[src/rtl/enigma_pkg.sv]
// enigma_pkg: shared constants, state encoding and mod-26 helpers for the rotor engine
package enigma_pkg;
  localparam int ALPHA = 26;
  localparam int NTYPES = 5;
  localparam int STRIDE = 2 * ALPHA;
  localparam logic [4:0] NOTCH [0:4] = '{5'd16, 5'd4, 5'd21, 5'd9, 5'd25};
  localparam logic [4:0] UKW_B [0:25] = '{
    5'd24, 5'd17, 5'd20, 5'd7, 5'd16, 5'd18, 5'd11, 5'd3, 5'd15, 5'd23, 5'd13, 5'd6, 5'd14,
    5'd10, 5'd12, 5'd8, 5'd4, 5'd1, 5'd5, 5'd25, 5'd2, 5'd22, 5'd21, 5'd9, 5'd0, 5'd19
  };
  typedef enum logic [3:0] {
    S_IDLE, S_STEP, S_F0, S_F1, S_F2, S_REFL, S_B2, S_B1, S_B0, S_OUT
  } state_t;
  function automatic logic [4:0] add26(input logic [4:0] a, input logic [4:0] b);
    logic [5:0] s;
    s = {1'b0, a} + {1'b0, b};
    return s >= 6'(ALPHA) ? 5'(s - 6'(ALPHA)) : s[4:0];
  endfunction
  function automatic logic [4:0] sub26(input logic [4:0] a, input logic [4:0] b);
    logic [5:0] d;
    d = {1'b0, a} - {1'b0, b};
    return d[5] ? 5'(d + 6'(ALPHA)) : d[4:0];
  endfunction
  // Each rotor type owns 52 rows: 26 forward entries followed by 26 inverse entries.
  function automatic logic [8:0] rom_addr(input logic [2:0] t, input logic back, input logic [4:0] idx);
    return 9'(t) * 9'(STRIDE) + (back ? 9'(ALPHA) : 9'd0) + 9'(idx);
  endfunction
endpackage

[src/rtl/enigma_stepper.sv]
// enigma_stepper: rotor advance with notch-driven carry and the middle-rotor double-step
module enigma_stepper
  import enigma_pkg::*;
(
  input  logic [2:0] type0,
  input  logic [2:0] type1,
  input  logic [4:0] pos0,
  input  logic [4:0] pos1,
  input  logic [4:0] pos2,
  output logic [4:0] npos0,
  output logic [4:0] npos1,
  output logic [4:0] npos2
);
  logic at0, at1;
  assign at0 = pos0 == NOTCH[type0];
  assign at1 = pos1 == NOTCH[type1];
  assign npos0 = add26(pos0, 5'd1);
  assign npos1 = (at0 || at1) ? add26(pos1, 5'd1) : pos1;
  assign npos2 = at1 ? add26(pos2, 5'd1) : pos2;
endmodule

[src/rtl/enigma_rotor_engine.sv]
// enigma_rotor_engine: one-letter-at-a-time Enigma encipher walking an external rotor ROM
module enigma_rotor_engine
  import enigma_pkg::*;
(
  input  logic        clk,
  input  logic        reset,
  input  logic        cfg_load,
  input  logic [2:0]  cfg_type0,
  input  logic [2:0]  cfg_type1,
  input  logic [2:0]  cfg_type2,
  input  logic [4:0]  cfg_pos0,
  input  logic [4:0]  cfg_pos1,
  input  logic [4:0]  cfg_pos2,
  output logic        cfg_err,
  input  logic        in_valid,
  output logic        in_ready,
  input  logic [4:0]  in_letter,
  output logic        out_valid,
  input  logic        out_ready,
  output logic [4:0]  out_letter,
  output logic [4:0]  pos0,
  output logic [4:0]  pos1,
  output logic [4:0]  pos2,
  output logic [8:0]  rom_addr0,
  output logic [8:0]  rom_addr1,
  output logic [8:0]  rom_addr2,
  output logic [8:0]  rom_addr3,
  output logic [8:0]  rom_addr4,
  output logic [8:0]  rom_addr5,
  input  logic [15:0] rom_dout0,
  input  logic [15:0] rom_dout1,
  input  logic [15:0] rom_dout2,
  input  logic [15:0] rom_dout3,
  input  logic [15:0] rom_dout4,
  input  logic [15:0] rom_dout5
);
  state_t state, state_n;
  logic [2:0] typ0, typ1, typ2;
  logic [4:0] c, c_n, idx0, idx1, idx2, npos0, npos1, npos2;
  logic accept, cfg_ok, rom_unused;
  assign rom_unused = ^{rom_dout0[15:5], rom_dout1[15:5], rom_dout2[15:5],
                        rom_dout3[15:5], rom_dout4[15:5], rom_dout5[15:5]};
  assign in_ready = state == S_IDLE && !cfg_load;
  assign accept = in_valid && in_ready;
  assign out_valid = state == S_OUT;
  assign cfg_ok = cfg_type0 < 3'(NTYPES) && cfg_type1 < 3'(NTYPES) && cfg_type2 < 3'(NTYPES);
  assign idx0 = add26(c, pos0);
  assign idx1 = add26(c, pos1);
  assign idx2 = add26(c, pos2);
  assign rom_addr0 = rom_addr(typ0, 1'b0, idx0);
  assign rom_addr1 = rom_addr(typ1, 1'b0, idx1);
  assign rom_addr2 = rom_addr(typ2, 1'b0, idx2);
  assign rom_addr3 = rom_addr(typ0, 1'b1, idx0);
  assign rom_addr4 = rom_addr(typ1, 1'b1, idx1);
  assign rom_addr5 = rom_addr(typ2, 1'b1, idx2);
  enigma_stepper u_stepper (
    .type0(typ0), .type1(typ1),
    .pos0(pos0), .pos1(pos1), .pos2(pos2),
    .npos0(npos0), .npos1(npos1), .npos2(npos2)
  );
  always_comb begin
    state_n = state;
    c_n = c;
    case (state)
      S_IDLE: if (accept) begin
        state_n = S_STEP;
        c_n = add26(in_letter, 5'd0);
      end
      S_STEP: state_n = S_F0;
      S_F0: begin state_n = S_F1; c_n = sub26(rom_dout0[4:0], pos0); end
      S_F1: begin state_n = S_F2; c_n = sub26(rom_dout1[4:0], pos1); end
      S_F2: begin state_n = S_REFL; c_n = sub26(rom_dout2[4:0], pos2); end
      S_REFL: begin state_n = S_B2; c_n = UKW_B[c]; end
      S_B2: begin state_n = S_B1; c_n = sub26(rom_dout5[4:0], pos2); end
      S_B1: begin state_n = S_B0; c_n = sub26(rom_dout4[4:0], pos1); end
      S_B0: begin state_n = S_OUT; c_n = sub26(rom_dout3[4:0], pos0); end
      S_OUT: if (out_ready) state_n = S_IDLE;
      default: state_n = S_IDLE;
    endcase
  end
  always_ff @(posedge clk) begin
    if (reset) state <= S_IDLE;
    else state <= state_n;
  end
  always_ff @(posedge clk) begin
    if (reset) begin
      c <= '0;
      out_letter <= '0;
      cfg_err <= 1'b0;
      {pos2, pos1, pos0} <= '0;
      {typ2, typ1, typ0} <= {3'd0, 3'd1, 3'd2};
    end else begin
      c <= c_n;
      cfg_err <= state == S_IDLE && cfg_load && !cfg_ok;
      if (state == S_IDLE && cfg_load && cfg_ok) begin
        {typ2, typ1, typ0} <= {cfg_type2, cfg_type1, cfg_type0};
        {pos2, pos1, pos0} <= {cfg_pos2, cfg_pos1, cfg_pos0};
      end
      if (state == S_STEP) {pos2, pos1, pos0} <= {npos2, npos1, npos0};
      if (state == S_B0) out_letter <= c_n;
    end
  end
endmodule

[config.mk]
export PLATFORM = sky130hd
export DESIGN_NAME = enigma_rotor_engine
export DESIGN_NICKNAME = d
export VERILOG_FILES = /design/src/rtl/enigma_pkg.sv /design/src/rtl/enigma_stepper.sv /design/src/rtl/enigma_rotor_engine.sv
export SDC_FILE = /design/constraint.sdc
export NUM_CORES = 1
export LEC_CHECK = 0
export ABC_AREA = 1
export BUFFER_PORTS_ARGS = -buffer_cell sky130_fd_sc_hd__buf_2
export CAP_MARGIN = 20
export CORE_MARGIN = 2
export CORE_UTILIZATION = 50
export DETAILED_ROUTE_END_ITERATION = 12
export PLACE_DENSITY = 0.78
export SETUP_SLACK_MARGIN = 0.15
export SLEW_MARGIN = 5
export SYNTH_ARGS = -nofsm -noshare
export SYNTH_HDL_FRONTEND = slang
export SYNTH_SLANG_ARGS = --single-unit
[constraint.sdc]
create_clock -name clk -period 8.2 [get_ports clk]
set_input_delay 1.23 -clock clk [delete_from_list [all_inputs] [get_ports clk]]
set_output_delay 1.23 -clock clk [all_outputs]
set_load 0.005 [all_outputs]
* Word-level counts from Yosys, hierarchy flattened
Memories as Yosys holds them, arrays and structs flattened.
Cells that the tools add are included.
** Word-level totals
- Bits in latches :: 0
- Bits in read-only memories :: 240
- Memories :: 3
- Memory bits (writable) :: 0
- Register bits after elaboration :: 39
- Output and inout port bits :: 77
- Input port bits :: 130
- Word-level logic and storage cells :: 128
** Memories
- (no name shown) :: depth 32, bits a word 5, rd ports 1, clocked after memory_dff 0, wr ports 0, line enigma_rotor_engine.sv:73 : S_REFL: begin state_n = S_B2; c_n = UKW_B[c]; end
- (no name shown) :: depth 8, bits a word 5, rd ports 1, clocked after memory_dff 0, wr ports 0, line enigma_stepper.sv:16 : assign at1 = pos1 == NOTCH[type1];
- (no name shown) :: depth 8, bits a word 5, rd ports 1, clocked after memory_dff 0, wr ports 0, line enigma_stepper.sv:15 : assign at0 = pos0 == NOTCH[type0];
** Operators by class
- Bitwise logic cells :: 3
- Reductions and logical operators :: 15
- Order comparisons :: 13
- Div/mod/pow operators :: 0
- Add/subtract/negate cells :: 34
- Multiply operators :: 3
- Multiplexer cells :: 32
- Shift operators :: 0
- Equality and inequality tests :: 15
** Operators with widths (number)
- $mux 5 :: 28
- $add 9x5->9 :: 6
- $pmux 4 s10 :: 1
- $pmux 5 s8 :: 1
- $ge 6x5->1 const B :: 6
- $sub 5x5->6 :: 6
- $sub 5x5->5 const B :: 7
- $add 5x5->5 const B :: 6
- $add 9x5->9 const B :: 3
- $mul 3x4->7 const B :: 3
- $add 5x1->6 const B :: 3
- $add 5x5->6 :: 3
- $eq 4x3->1 const B :: 4
- $eq 5x5->1 :: 2
- $lt 3x3->1 const B :: 3
- $eq 4x2->1 const B :: 2
- $eq 4x4->1 const B :: 2
- $ge 4x4->1 const B :: 2
- $mux 4 :: 2
- $not 3->4 :: 2
- $logic_and 1x1->1 :: 7
- $ge 6x6->1 const B :: 1
- $ne 2x1->1 const B :: 3
- $not 5->6 :: 1
- other kinds (8) :: 11

* Longest topological paths before layout
- Depth after elaboration :: 8
- Depth in mapped cells :: 20

* Modules after synthesis
From an unflattened synthesis, not the netlist that was laid out.
** Second synthesis, totals
- Cell total of the unflattened synthesis :: 1142
- Area total of the unflattened synthesis :: 7203.2 um^2
** Modules (own cells, without submodules)
- enigma_rotor_engine :: instances 1, seq. area each 780.7 um^2, area each 6281.0 um^2, cells each 961
- enigma_stepper :: instances 1, seq. area each 0.0 um^2, area each 922.1 um^2, cells each 181

* Worst setup path before layout
Ideal clock, no wire load.
- Path kind :: register to output
- From :: register c[0]
- To :: output port rom_addr5[8]
- Setup slack :: 3.687 ns
- Required time :: 6.970 ns
- Data arrival time :: 3.283 ns
- Cell stages (with the launch flop) :: 20
- Cell sequence :: dfxtp_1 > ha_1 > fa_1 > xor2_1 > inv_1 > a21oi_1 > nand2_1 > nand2_1 > nand2_1 > xor2_1 > ha_1 > xor2_1 > inv_1 > ha_1 > a21oi_1 > o21ai_0 > nand2_1 > nand2_1 > nand2_1 > xor2_1
** On the way
- Word-level cells in the longest chain between the ends :: 4
- Elaborated cells on any way between the ends :: 5
- Classes of those cells :: add/sub: 3; order compare: 1; mux: 1
** Ends and longest elaborated chain
- start: declaration :: line enigma_rotor_engine.sv:39 : logic [4:0] c, c_n, idx0, idx1, idx2, npos0, npos1, npos2;
- start signal: assignment :: line enigma_rotor_engine.sv:93 : c <= c_n;
- $add 5x5->6 (*) :: line enigma_pkg.sv:16 : s = {1'b0, a} + {1'b0, b};
- $sub 5x5->5 or $ge 6x5->1 (tied branches) :: line enigma_pkg.sv:17 : return s >= 6'(ALPHA) ? 5'(s - 6'(ALPHA)) : s[4:0];
- $mux 5 (*) :: line enigma_pkg.sv:17
- $add 9x5->9 (*) :: line enigma_pkg.sv:26 : return 9'(t) * 9'(STRIDE) + (back ? 9'(ALPHA) : 9'd0) + 9'(idx);
- end: declaration :: line enigma_rotor_engine.sv:29 : output logic [8:0] rom_addr5,
Mark *: on every way between the ends. The rest lies on a longest branch, timed or not.

* Worst setup path in the final report
- From :: register pos1[0]
- To :: output port rom_addr4[8]
** On the way
- Word-level cells in the longest chain between the ends :: 4
- Elaborated cells on any way between the ends :: 5
- Classes of those cells :: add/sub: 3; order compare: 1; mux: 1
** Ends and longest elaborated chain
- start: declaration :: line enigma_rotor_engine.sv:22 : output logic [4:0] pos1,
- start signal: assignment :: line enigma_rotor_engine.sv:97 : {pos2, pos1, pos0} <= {cfg_pos2, cfg_pos1, cfg_pos0};
- start signal: assignment :: line enigma_rotor_engine.sv:99 : if (state == S_STEP) {pos2, pos1, pos0} <= {npos2, npos1, npos0};
- $add 5x5->6 (*) :: line enigma_pkg.sv:16
- $sub 5x5->5 or $ge 6x5->1 (tied branches) :: line enigma_pkg.sv:17
- $mux 5 (*) :: line enigma_pkg.sv:17
- $add 9x5->9 (*) :: line enigma_pkg.sv:26
- end: declaration :: line enigma_rotor_engine.sv:28 : output logic [8:0] rom_addr4,
Marked as above.

==> flow_metrics.py <==
metrics = {
    "detailed_routing": {
        "drt_pre_antenna_iters": 6,
        "drt_iter0_markers": 478,
        "ant_nets": 0,
        "vias": 7258,
        "drc": 0,
        "viasPerCell": 5.210,
        "routed_wl_um": 17960,
        "drt-wirelength-per-cell_um": 12.89,
    },
    "global_route": {
        "grt_start_max_net_pins": 22,
        "grtUsageTotal": 0.2420,
        "grt_first_pass_wirelength_um": 29480,
        "grt_antenna_before_repair": 0,
        "met3_usage": 0.02974,
        "grt_pass1_vias": 6551,
        "grt-ovfl-total": 0,
        "use_met1": 0.3025,
        "grt_use_met2": 0.4378,
        "busiest_layer": "met2",
    },
    "worst_setup_path": {
        "crit_path_frequent_cell": "nand2_1",
        "worst_r2r_startpoint": "pos1[0]",
        "cp.required_ns": 6.97,
        "r2r_end": "c[2]",
        "path_buf_inv": 2,
        "cp.arrival_ns": 4.05,
        "crit_family": "adder cells",
        "cp_slowest_cell": "dfxtp_1",
        "crit_chain": "ha_1, fa_1, xor2_1, inv_1, a21oi_1, nand2_1, nand2_2, nand2_2, xnor2_1, ha_1, xnor2_1, ha_1, nor2_1, o21ai_0, nand2_1, nand2_1, nand2_1, xor2_1, buf_2",
        "reg2reg_slack_ns": 5.52,
        "cpPeakStageDelay_ns": 0.49,
        "cp.depth": 19,
        "path_class": "reg -> out",
        "r2r_cells": 13,
        "startpoint_type": "flop",
        "cp-end-kind": "primary output",
        "cp_max_fo": 12,
    },
    "clock_tree": {
        "cts_setup_buffers": 0,
        "clockBufferDepth": 2,
        "cts_root_buf": "clkbuf_16",
        "clk_latency_ns": 0.29,
        "cts.clk_slew.worst_paths_ns": 0.07,
        "cts_buffers": 5,
        "cts_resized": 0,
        "htreeDepth": 2,
        "clock-sinks": 39,
        "cts_hold_buf": 0,
        "cts_tree": "done",
    },
    "hold_path": {
        "min_path_type": "reg -> reg",
        "hold_path_end": "out_letter[4]",
        "hold_depth": 2,
        "hold_path.startpoint": "out_letter[4]",
    },
    "cells_and_area": {
        "postLayoutCoreUtil": 0.5815,
        "seq_area_um2": 780.7,
        "layout_common_cells": "nand2_1, inv_1, buf_2",
        "layout.nets": 1479,
        "final_common_cell": "nand2_1",
        "areaGrowthSynthToFinish_pct": 14.10,
        "design_area_mm2": 0.008009,
        "multi_input_area_mm2": 0.005449,
        "drive_gt1_frac": 0.1608,
        "fillCellCount": 1378,
        "diodes": 0,
    },
    "sta": {
        "fin_hold_ws_ns": 0.4659,
        "max_freq_mhz": 189.3,
        "rsz0062_at_grt": "no",
        "post-route-min-period_ns": 5.283,
        "finClkSkew_ns": 0.01071,
        "drv_slew": 0,
        "worst_pin_slew_ns": 0.7115,
        "setup_viol": 0,
        "post-route-period-util": 0.6442,
        "slew_headroom": 0.5250,
        "hold_violations": 0,
        "totalNegativeSetupSlack_ns": 0,
    },
    "yosys": {
        "synth_edf_count": 0,
        "post-synth-top-area-cell": "ha_1",
        "synthesis.nets": 1346,
        "ys_types": 44,
        "synth.avg_cell_area_um2": 6.505,
        "synth_top_flop_cell": "dfxtp_1",
        "async_flop_share": 0,
        "ys_ff_latch": 39,
        "synth_area_leaders": "ha_1, nand2_1, dfxtp_1, inv_1, xor2_1",
        "ys.warnings.count": 0,
        "synth_top_cell_area_share": 0.2193,
        "syn_inst": 1079,
        "syn_area_mm2": 0.007019,
        "ys_seq_area_frac": 0.1112,
    },
    "floorplan": {
        "start_util": 0.5096,
        "fp.dieH_um": 122.5,
        "die_area_mm2": 0.01500,
        "core_mm2": 0.01377,
        "row_count": 43,
        "pin_count": 207,
        "die_w_um": 122.5,
    },
    "pwr": {
        "finalPower_uw": 2283,
        "power_density_mw_per_mm2": 285.0,
        "vdd_ir_drop_max_v": 0.0001380,
        "power_leakage_uw": 0.004453,
    },
    "run_status": {
        "status": "complete, no violations",
    },
    "place": {
        "dp_hpwl_um": 14980,
        "placed_area_mm2": 0.007868,
        "place.gp.congestion": 0.9940,
        "portBuffers": 140,
    },
    "run": {
        "maxCapViolCount": 0,
    },
}
-- through the flow --
step                      setup slack [ns]  instances
final                                2.917       1393
after global routing                 2.513       1393
after CTS                            2.903       1393
after detailed placement             3.206       1385
after global placement               3.278       1385
after floorplan                      3.687       1079
-- cell type report --
class                   count  share of cell area
clock inverters             2            0.001562
multi-input cells         837              0.6804
inverters                 189             0.08889
well taps                 180             0.02812
clock buffers               6             0.01609
flip-flops and latches     39             0.09748
repair buffers            140             0.08749
-- per-layer routing --
metal,up-vias,wire length (µm)
met3,29,1053
met5,-,0
met2,231,8647
li1,3760,-
met1,3238,7936
met4,0,323
-- tightest hold or removal path, cell delays in order (launching register included) --
cell     delay, ns
dfxtp_1       0.31
nand2_1       0.06
a21oi_1       0.05
-- worst max-delay path by stage --
stage / startpoint / end
global route: pos0[0] / rom_addr3[8]
finish: pos1[0] / rom_addr4[8]
floorplan: c[0] / rom_addr5[8]
detailed placement: pos0[0] / rom_addr3[8]
global placement: pos0[0] / rom_addr3[8]
CTS: pos0[0] / rom_addr3[8]
-- Yosys cell counts (12+ instances only) --
library cell and number:
nor2_1 66, xnor2_1 16, dfxtp_1 39, fa_1 14, nand2_1 258, o21ai_0 39
inv_1 180, nand3_1 93, xor2_1 55, nand4_1 12, a21oi_1 62, ha_1 123
-- cell families (layout without fill, tap and decap cells) --
group	Yosys count	count (layout)	synth area share
AND/OR/NAND/NOR	482	482	0.3091
buffers and inverters	203	337	0.1125
AO/OA/AOI/OAI	147	147	0.1194
adder cells (fa/ha/maj)	137	137	0.2592
XOR/XNOR	71	71	0.08859
flip-flops	39	39	0.1112
-- registers in the layout, summed over array words and instances (netlist names) --
register	count
c	5
cfg_err	1
out_letter	5
pos0	5
pos1	5
pos2	5
state	4
typ0	3
typ1	3
typ2	3
-- where the power goes --
part	internal [µW]	leakage (µW)	switching, µW
Clock	113	0.0000669	85.5
Combinational	728	0.00407	1030
Sequential	227	0.000318	101
Power figures use the tool's default switching activity.
